### src/rtl/fetch_pkg.sv
// fetch_pkg: shared types and constants for the dual-instruction fetch stage.
package fetch_pkg;

  // Width of the PC stored in each queue entry (matches the default PC_W).
  localparam int FETCH_PC_W = 16;
  localparam int PAIR_BYTES = 8;
  localparam logic [31:0] NOP_INSTR = 32'h0;

  typedef enum logic [1:0] {
    IDLE,
    REQ,
    WAIT,
    DRAIN
  } fetch_state_t;

  typedef struct packed {
    logic [31:0]           instr1;
    logic [31:0]           instr2;
    logic [FETCH_PC_W-1:0] pc;
    logic                  stream_new;
  } fetch_entry_t;

endpackage

### src/rtl/fetch_queue.sv
// fetch_queue: circular FIFO of fetched instruction pairs with flush.
// Pop on an empty queue is ignored; flush overrides push and pop.
module fetch_queue
  import fetch_pkg::*;
#(
  parameter int DEPTH = 4
) (
  input  logic                     clk,
  input  logic                     rst_n,
  input  logic                     flush,
  input  logic                     push,
  input  fetch_entry_t             push_data,
  input  logic                     pop,
  output logic [$clog2(DEPTH):0]   count,
  output fetch_entry_t             head
);

  localparam int PW = $clog2(DEPTH);
  localparam int CW = PW + 1;

  logic [PW-1:0] head_q, tail_q;
  logic [CW-1:0] count_q;
  fetch_entry_t  mem_q [DEPTH];
  logic          do_pop;

  assign do_pop = pop && (count_q != '0);

  // Pointer and occupancy update; pointers wrap naturally at DEPTH.
  always_ff @(posedge clk) begin
    if (!rst_n || flush) begin
      head_q  <= '0;
      tail_q  <= '0;
      count_q <= '0;
    end else begin
      if (push)   tail_q <= tail_q + PW'(1);
      if (do_pop) head_q <= head_q + PW'(1);
      case ({push, do_pop})
        2'b10:   count_q <= count_q + CW'(1);
        2'b01:   count_q <= count_q - CW'(1);
        default: count_q <= count_q;
      endcase
    end
  end

  // Entry storage; contents need no reset since count gates visibility.
  always_ff @(posedge clk) begin
    if (push) mem_q[tail_q] <= push_data;
  end

  assign count = count_q;
  assign head  = mem_q[head_q];

endmodule

### src/rtl/fetch_unit.sv
// fetch_unit: dual-instruction fetch stage with pair queue and redirect.
// Optional macro FETCH_BYPASS_EN: show a response combinationally when the
// queue is empty (and consume it without enqueueing if deq_en is high).
module fetch_unit
  import fetch_pkg::*;
#(
  parameter int              PC_W     = 16,
  parameter int              QDEPTH   = 4,
  parameter logic [PC_W-1:0] RESET_PC = '0
) (
  input  logic            clk,
  input  logic            rst_n,
  output logic            imem_req,
  output logic [PC_W-1:0] imem_addr,
  input  logic            imem_ready,
  input  logic            imem_rvalid,
  input  logic [63:0]     imem_rdata,
  input  logic            redirect_valid,
  input  logic [PC_W-1:0] redirect_pc,
  input  logic            deq_en,
  output logic            pair_valid_o,
  output logic [31:0]     instr1_o,
  output logic [31:0]     instr2_o,
  output logic [PC_W-1:0] pcplus4_o,
  output logic            nextpc_sel_o
);

  localparam int CW = $clog2(QDEPTH) + 1;
  localparam logic [CW-1:0] QDEPTH_C = CW'(QDEPTH);

  fetch_state_t    state_q, state_d;
  logic [PC_W-1:0] pc_q, pc_d;
  logic            stream_new_q, stream_new_d;
  logic            skip_q, skip_d;

  logic            accept, rsp_take, bypass, push, pop, outstanding;
  logic [CW-1:0]   count;
  fetch_entry_t    head, entry_in, disp;
  logic            unused_bits;

  assign unused_bits = ^{redirect_pc[1:0], pc_q[2:0]};

  assign imem_req  = (state_q == REQ) && (count < QDEPTH_C);
  assign imem_addr = {pc_q[PC_W-1:3], 3'b000};
  assign accept    = imem_req && imem_ready;
  assign rsp_take  = (state_q == WAIT) && imem_rvalid && !redirect_valid;

  assign entry_in.instr1     = skip_q ? NOP_INSTR : imem_rdata[31:0];
  assign entry_in.instr2     = imem_rdata[63:32];
  assign entry_in.pc         = FETCH_PC_W'(imem_addr);
  assign entry_in.stream_new = stream_new_q;

`ifdef FETCH_BYPASS_EN
  assign bypass = rsp_take && (count == '0);
`else
  assign bypass = 1'b0;
`endif

  // A bypassed pair consumed by IF/ID in the same cycle never enters the queue.
  assign push = rsp_take && !(bypass && deq_en);
  assign pop  = deq_en && !redirect_valid;

  fetch_queue #(.DEPTH(QDEPTH)) u_queue (
    .clk       (clk),
    .rst_n     (rst_n),
    .flush     (redirect_valid),
    .push      (push),
    .push_data (entry_in),
    .pop       (pop),
    .count     (count),
    .head      (head)
  );

  // FSM, PC and stream-flag registers.
  always_ff @(posedge clk) begin
    if (!rst_n) begin
      state_q      <= IDLE;
      pc_q         <= RESET_PC;
      stream_new_q <= 1'b0;
      skip_q       <= 1'b0;
    end else begin
      state_q      <= state_d;
      pc_q         <= pc_d;
      stream_new_q <= stream_new_d;
      skip_q       <= skip_d;
    end
  end

  // Next-state logic; redirect overrides every state.
  always_comb begin
    state_d      = state_q;
    pc_d         = pc_q;
    stream_new_d = stream_new_q;
    skip_d       = skip_q;
    // A response is still owed if one is being accepted now or was accepted
    // earlier and does not arrive this cycle.
    outstanding  = accept ||
                   (((state_q == WAIT) || (state_q == DRAIN)) && !imem_rvalid);
    if (redirect_valid) begin
      pc_d         = {redirect_pc[PC_W-1:3], 3'b000};
      stream_new_d = 1'b1;
      skip_d       = redirect_pc[2];
      state_d      = outstanding ? DRAIN : REQ;
    end else begin
      case (state_q)
        IDLE:    state_d = REQ;
        REQ:     if (accept) state_d = WAIT;
        WAIT: begin
          if (imem_rvalid) begin
            pc_d         = pc_q + PC_W'(PAIR_BYTES);
            stream_new_d = 1'b0;
            skip_d       = 1'b0;
            state_d      = REQ;
          end
        end
        DRAIN:   if (imem_rvalid) state_d = REQ;
        default: state_d = IDLE;
      endcase
    end
  end

  // IF/ID outputs from the queue head (or the bypassed response).
  always_comb begin
    disp         = bypass ? entry_in : head;
    pair_valid_o = (count != '0) || bypass;
    instr1_o     = NOP_INSTR;
    instr2_o     = NOP_INSTR;
    pcplus4_o    = '0;
    nextpc_sel_o = 1'b0;
    if (pair_valid_o) begin
      instr1_o     = disp.instr1;
      instr2_o     = disp.instr2;
      pcplus4_o    = PC_W'(disp.pc) + PC_W'(4);
      nextpc_sel_o = disp.stream_new;
    end
  end

endmodule

### config.mk
export PLATFORM = sky130hd
export DESIGN_NAME = fetch_unit
export DESIGN_NICKNAME = d
export VERILOG_FILES = /design/src/rtl/fetch_pkg.sv /design/src/rtl/fetch_queue.sv /design/src/rtl/fetch_unit.sv
export SDC_FILE = /design/constraint.sdc
export NUM_CORES = 1
export LEC_CHECK = 0
export CORE_MARGIN = 4
export CORE_UTILIZATION = 40
export DETAILED_ROUTE_END_ITERATION = 10
export MAX_ROUTING_LAYER = met4
export PLACE_DENSITY_LB_ADDON = 0.25
export SLEW_MARGIN = 15
export SYNTH_ARGS = -nofsm -noshare
export SYNTH_HDL_FRONTEND = slang
export SYNTH_HIERARCHICAL = 1
export SYNTH_SLANG_ARGS = --single-unit
### constraint.sdc
create_clock -name clk -period 6.14 [get_ports clk]
set_input_delay 0.921 -clock clk [delete_from_list [all_inputs] [get_ports clk]]
set_output_delay 0.921 -clock clk [all_outputs]
set_load 0.02 [all_outputs]
# Word-level counts from Yosys, hierarchy flattened
# Memory sizes are Yosys's and may differ from the RTL's. A register that Yosys moved wholly into a read port is not among the register bits.
# Cells that the tools add are included.
[totals] ff_bits=27 mem_bits_rw=312 input_bits=86 out_inout_bits=99 wordCells=69 memories=1
[memory_table] memory="u_queue.mem_q" words=4 width=78 rd=1 rd_ports_with_merged_regs=1 wr=1 line_no="fetch_queue.sv:23" rtl="fetch_entry_t mem_q [DEPTH];"
[classes] add_sub_neg=6 magnitude_cmp=1 eq_ne=7 mux=22 n_bitwise=1 n_reduce_logical=23
[ops] cell="$mux W32" count=3
[ops] cell="$mux W16" count=4
[ops] cell="$add A16 B3 Y16 const B" count=1
[ops] cell="$add A16 B4 Y16 const B" count=1
[ops] cell="$mux W2" count=6
[ops] cell="$logic_and A1 B1 Y1" count=7
[ops] cell="$mux W1" count=7
[ops] cell="$eq A2 B2 Y1 const B" count=3
[ops] cell="$pmux W2 S3" count=1
[ops] cell="$pmux W3 S2" count=1
[ops] cell="$reduce_and A2 Y1" count=3
[ops] cell="$reduce_bool A2 Y1" count=3
[ops] cell="$add A2 B1 Y2 const B" count=2
[ops] cell="$eq A2 B1 Y1 const B" count=2
[ops] cell="$reduce_or A2 Y1" count=2
[ops] cell="$add A3 B1 Y3 const B" count=1
[ops] cell="$logic_not A1 Y1" count=3
[ops] cell="$logic_or A1 B1 Y1" count=3
[ops] cell="$lt A3 B3 Y1 const B" count=1
[ops] cell="$ne A3 B1 Y1 const B" count=1
[ops] cell="$ne A3 B3 Y1 const B" count=1
[ops] cell="$reduce_bool A3 Y1" count=1
[ops] cell="$sub A3 B1 Y3 const B" count=1
[ops] cell="$logic_not A2 Y1" count=1
[ops] cell="$not A1 Y1" count=1

# Logic depth before layout (Yosys ltp)
[depth] word_depth=6 mapped_depth=10

# Cells and area by module
# The synthesis kept the hierarchy.
[modules_own_cells] module="fetch_queue" instances=1 cells_per_inst=470 area_per_inst_um2=12211.7 seq_area_each_um2=9909.5
[modules_own_cells] module="fetch_unit" instances=1 cells_per_inst=279 area_per_inst_um2=1958.1 seq_area_each_um2=340.3

# Worst setup path before layout
# Ideal clock, no wire load.
[synth_timing] path_type="input to register" start="input port imem_rvalid" end="memory u_queue/mem_q[0][0] (netlist name) (enable)" setup_time_ps=448 arrival_ps=3416 slack_ps=2276 stages=4 path_cell_list="nand3b_1 -> buf_2 -> nor2_1 -> and2_1"
[synth_via] elab_chain_cells=4
[synth_lines] element="start, declared" line_no="fetch_unit.sv:16" rtl="input logic imem_rvalid,"
[synth_lines] element="$logic_and A1 B1 Y1 (2 in a row)" line_no="fetch_unit.sv:46" rtl="assign rsp_take = (state_q == WAIT) && imem_rvalid && !redirect_valid;"
[synth_lines] element="named net push" line_no="fetch_unit.sv:36" rtl="logic accept, rsp_take, bypass, push, pop, outstanding;"
[synth_lines] element="$mux W1" line_no="fetch_queue.sv:47" rtl="if (push) mem_q[tail_q] <= push_data;"
[synth_lines] element="$mux W1 (implied by the code)" line_no="fetch_queue.sv:47"
[synth_lines] element="end, declared" line_no="fetch_queue.sv:23"
# The timed path passes the listed nets, and every way through them passes these cells.

==> results.tsv <==
stage	metric	value	unit
status	status	finished, final reports clean	
synth	synthSimpleGateAreaFrac	0.0755	
route	antenna_left	0	
worst_setup_path	cp-start-kind	flop	
flow_run	cap_viol_max_count	0	
global_routing	grt_pass1_vias	7628	
floorplanning	num_rows	68	
clock_tree	cts-resized-gates	0	
synth	synth.cell_area	0.0142	sq mm
worst_setup_path	cp_max_fo	32	
clock_tree	ctsHoldBuffers	0	
worst_setup_path	arrival	3.43	ns
timing	worst_pin_slew	1.06	ns
synth	synth_top_family_by_area	multiplexers	
place	dp_hpwl	16800	microns
synth	synth-main-ff-cell	edfxtp_1	
synth	synth_fa_ha_area_frac	0.00759	
global_routing	antenna_found_initial	0	
timing	hold_violations	0	
synth	ys_types	43	
layout	final_util	0.502	
floorplanning	die_y	196	microns
floorplanning	die_x	196	microns
hold_path	whs_endpoint	u_queue/head_q[1]$_SDFFE_PP0P_	
synth	synthMostInstantiatedCell	edfxtp_1	
route	finalWirelength	27800	microns
global_routing	grt_pass1_wl	43500	microns
clock_tree	tritoncts	built	
worst_setup_path	rr_worst_depth	4	
clock_tree	clock_sinks	350	
synth	synth-xor-area-share	0.0155	
timing	setup_viol	0	
timing	setup_tns	0	ns
timing	rsz0062_at_grt	false	
route	vias	7171	
layout	drive_gt1_frac	0.160	
synth	yosysWarnings	6	
hold_path	hold_path_depth	2	
synth	yosysSeqAreaShare	0.723	
layout	finalNonFillerCells	1423	
synth	synthCells	749	
worst_setup_path	r2r-start	state_q[0]$_SDFFE_PN0P_	
worst_setup_path	worstSetupEndpointType	output pin	
layout	area_growth	23.0	%
synth	netlist.area_leader.share	0.687	
timing	maxSlewViolCount	0	
global_routing	grt-ovfl-total	0	
power_and_ir_drop	p_leak	5.52	nW
worst_setup_path	worstSetupPathType	flop to output pin	
hold_path	hp-class	flop to flop	
power_and_ir_drop	ir_drop	0.175	mV
timing	hold_slack	0.531	ns
floorplanning	ios	185	
global_routing	grt_usage	0.148	
timing	fin_crit_sh	0.709	
timing	fin_skew	0.00994	ns
synth	synthTopCellsByArea	edfxtp_1 69%, mux4_2 13%, dfxtp_1 3.7%	
floorplanning	die_area	0.0385	sq mm
hold_path	min_from	u_queue/head_q[1]$_SDFFE_PP0P_	
place	io_buffers	179	
synth	synth_compound_area_frac	0.0162	
place	dp.cells	1357	
clock_tree	htree_levels	2	
power_and_ir_drop	total_power	4.87	mW
timing	fmax	0.230	GHz
clock_tree	cts_root_buffer	clkbuf_16	
clock_tree	cts_made_buffers	37	
route	route.detailed.drc	0	
route	drt_iter0_drc	375	
synth	synth-seq-cells	350	
clock_tree	post_cts_buffers	0	
global_routing	grt_max_degree	64	
power_and_ir_drop	power_density	279	mW/mm^2
route	drt-wirelength-per-cell	19.5	microns
synth	synth_commonest_cells	324 x edfxtp_1, 81 x mux4_2, 74 x and2_1	
layout	n_antenna_cell	0	
place	gp_congestion	0.786	
synth	yosys.area.top_type	edfxtp_1	
route	drtPass1Iterations	4	
synth	synthMuxAreaShare	0.130	
timing	relSlewSlack	0.290	
worst_setup_path	r2r_slack	3.20	ns
synth	synthArstFlopShare	0	
clock_tree	clk_latency	0.50	ns
clock_tree	path_clk_slew	0.06	ns
floorplanning	start_util	0.408	
clock_tree	clock_path_buffers	3	
worst_setup_path	required	5.22	ns
floorplanning	core_area	0.0347	sq mm
route	viasPerCell	5.04	
worst_setup_path	reg2reg_to	u_queue/mem_q[2][64]$_DFFE_PP_	
layout	fillers	2851	
timing	period_minus_slack	4.35	ns
synth	avgSynthCellArea	18.9	sq um
synth	synth_edf_count	324	
layout	fin_nets	1035	
## cell usage in the layout (no fill, tap or decap), types with 2 or more instances in the layout
cell type,count
o211a_1,3
clkinv_2,6
nand2_1,12
bufinv_16,2
and2_1,70
ha_1,7
edfxtp_1,324
mux2i_1,2
o31ai_1,2
nor4_1,2
nor2_1,23
xnor2_1,10
a21boi_0,2
and4_1,3
clkinv_1,12
clkbuf_16,39
mux4_2,81
nand3_1,9
and2_4,4
conb_1,15
dfxtp_4,2
dfxtp_1,23
inv_1,7
xor2_1,15
nor2b_1,34
and3_1,4
nand4_1,7
clkdlybuf4s50_1,179
or4_1,2
nand2b_1,2
or3_1,2
clkbuf_1,4
buf_4,13
nor3_1,4
a21oi_1,13
o21ai_0,13
## kinds of logic after synthesis
kind of cell               count (synthesis)
xor gates and xnor gates                  25
muxes                                     83
and+or+nand+nor                          183
DFF                                      350
other                                      1
AOI/OAI and AO/OA                         38
adders and majority gates                  8
buffers and inverters                     61
## power by group
group          switching (mW)  total (mW)  leakage [nW]  internal [mW]
Combinational          0.0673       0.149          1.82         0.0814
Sequential             0.0223        2.64          3.14           2.62
Clock                   0.841        2.08         0.565           1.24
Total                   0.930        4.87          5.52           3.94
## state kept, by name, indices dropped and copies added (netlist names), named ones only
register        cells
u_queue/mem_q     324
pc_q               13
stream_new_q        1
skip_q              1
u_queue/count       3
state_q             2
u_queue/tail_q      2
u_queue/head_q      2
## critical path, stage by stage, from the launching register on
cell	delay, ns
dfxtp_4	0.79
mux4_2	0.64
ha_1	0.26
and3_1	0.24
nand4_1	0.12
xor2_1	0.07
nor2_1	0.15
clkdlybuf4s50_1	0.64
## routing by layer
| layer | wire [microns] | vias up | part of all wire | global-route usage |
|---|---|---|---|---|
| li1 | - | 3294 | - | - |
| met1 | 12000 | 3646 | 0.43 | 0.195 |
| met2 | 13700 | 192 | 0.49 | 0.242 |
| met3 | 1580 | 39 | 0.057 | 0.0328 |
| met4 | 421 | 0 | 0.015 | 0.0297 |
| met5 | 0 | - | 0 | - |
## through the flow
| step | area, sq um | worst slack, ns |
|---|---|---|
| CTS | 17400 | 1.66 |
| global placement | 16300 | 2.07 |
| global route | 17400 | 1.51 |
| detailed placement | 16300 | 2.06 |
| floorplan | 14200 | 2.28 |
| finish | 17400 | 1.79 |
## final cells by class
type                       count  area (sq um)  area share
multi-input combinational    352          3540       0.203
clock buffer                  43           991      0.0568
tap                          455           569      0.0327
sequential                   350         10300       0.588
clock inverter                23           160     0.00919
inverter                       8          30.0     0.00172
timing repair buffer         192          1890       0.108
## worst max-delay path by stage
| stage | start | to | depth (start not counted) | slack (ns) |
|---|---|---|---|---|
| after floorplan | imem_rvalid | u_queue/mem_q[0][0]$_DFFE_PP_ | 4 | 2.28 |
| final | flop | pcplus4_o[12] | 7 | 1.79 |
| after detailed placement | imem_rvalid | u_queue/mem_q[1][27]$_DFFE_PP_ | 5 | 2.06 |
| after global placement | imem_rvalid | u_queue/mem_q[1][27]$_DFFE_PP_ | 5 | 2.07 |
| after global routing | flop | pcplus4_o[12] | 7 | 1.51 |
| after CTS | flop | pcplus4_o[12] | 7 | 1.66 |
No activity file was read; power rests on OpenSTA's default activity.
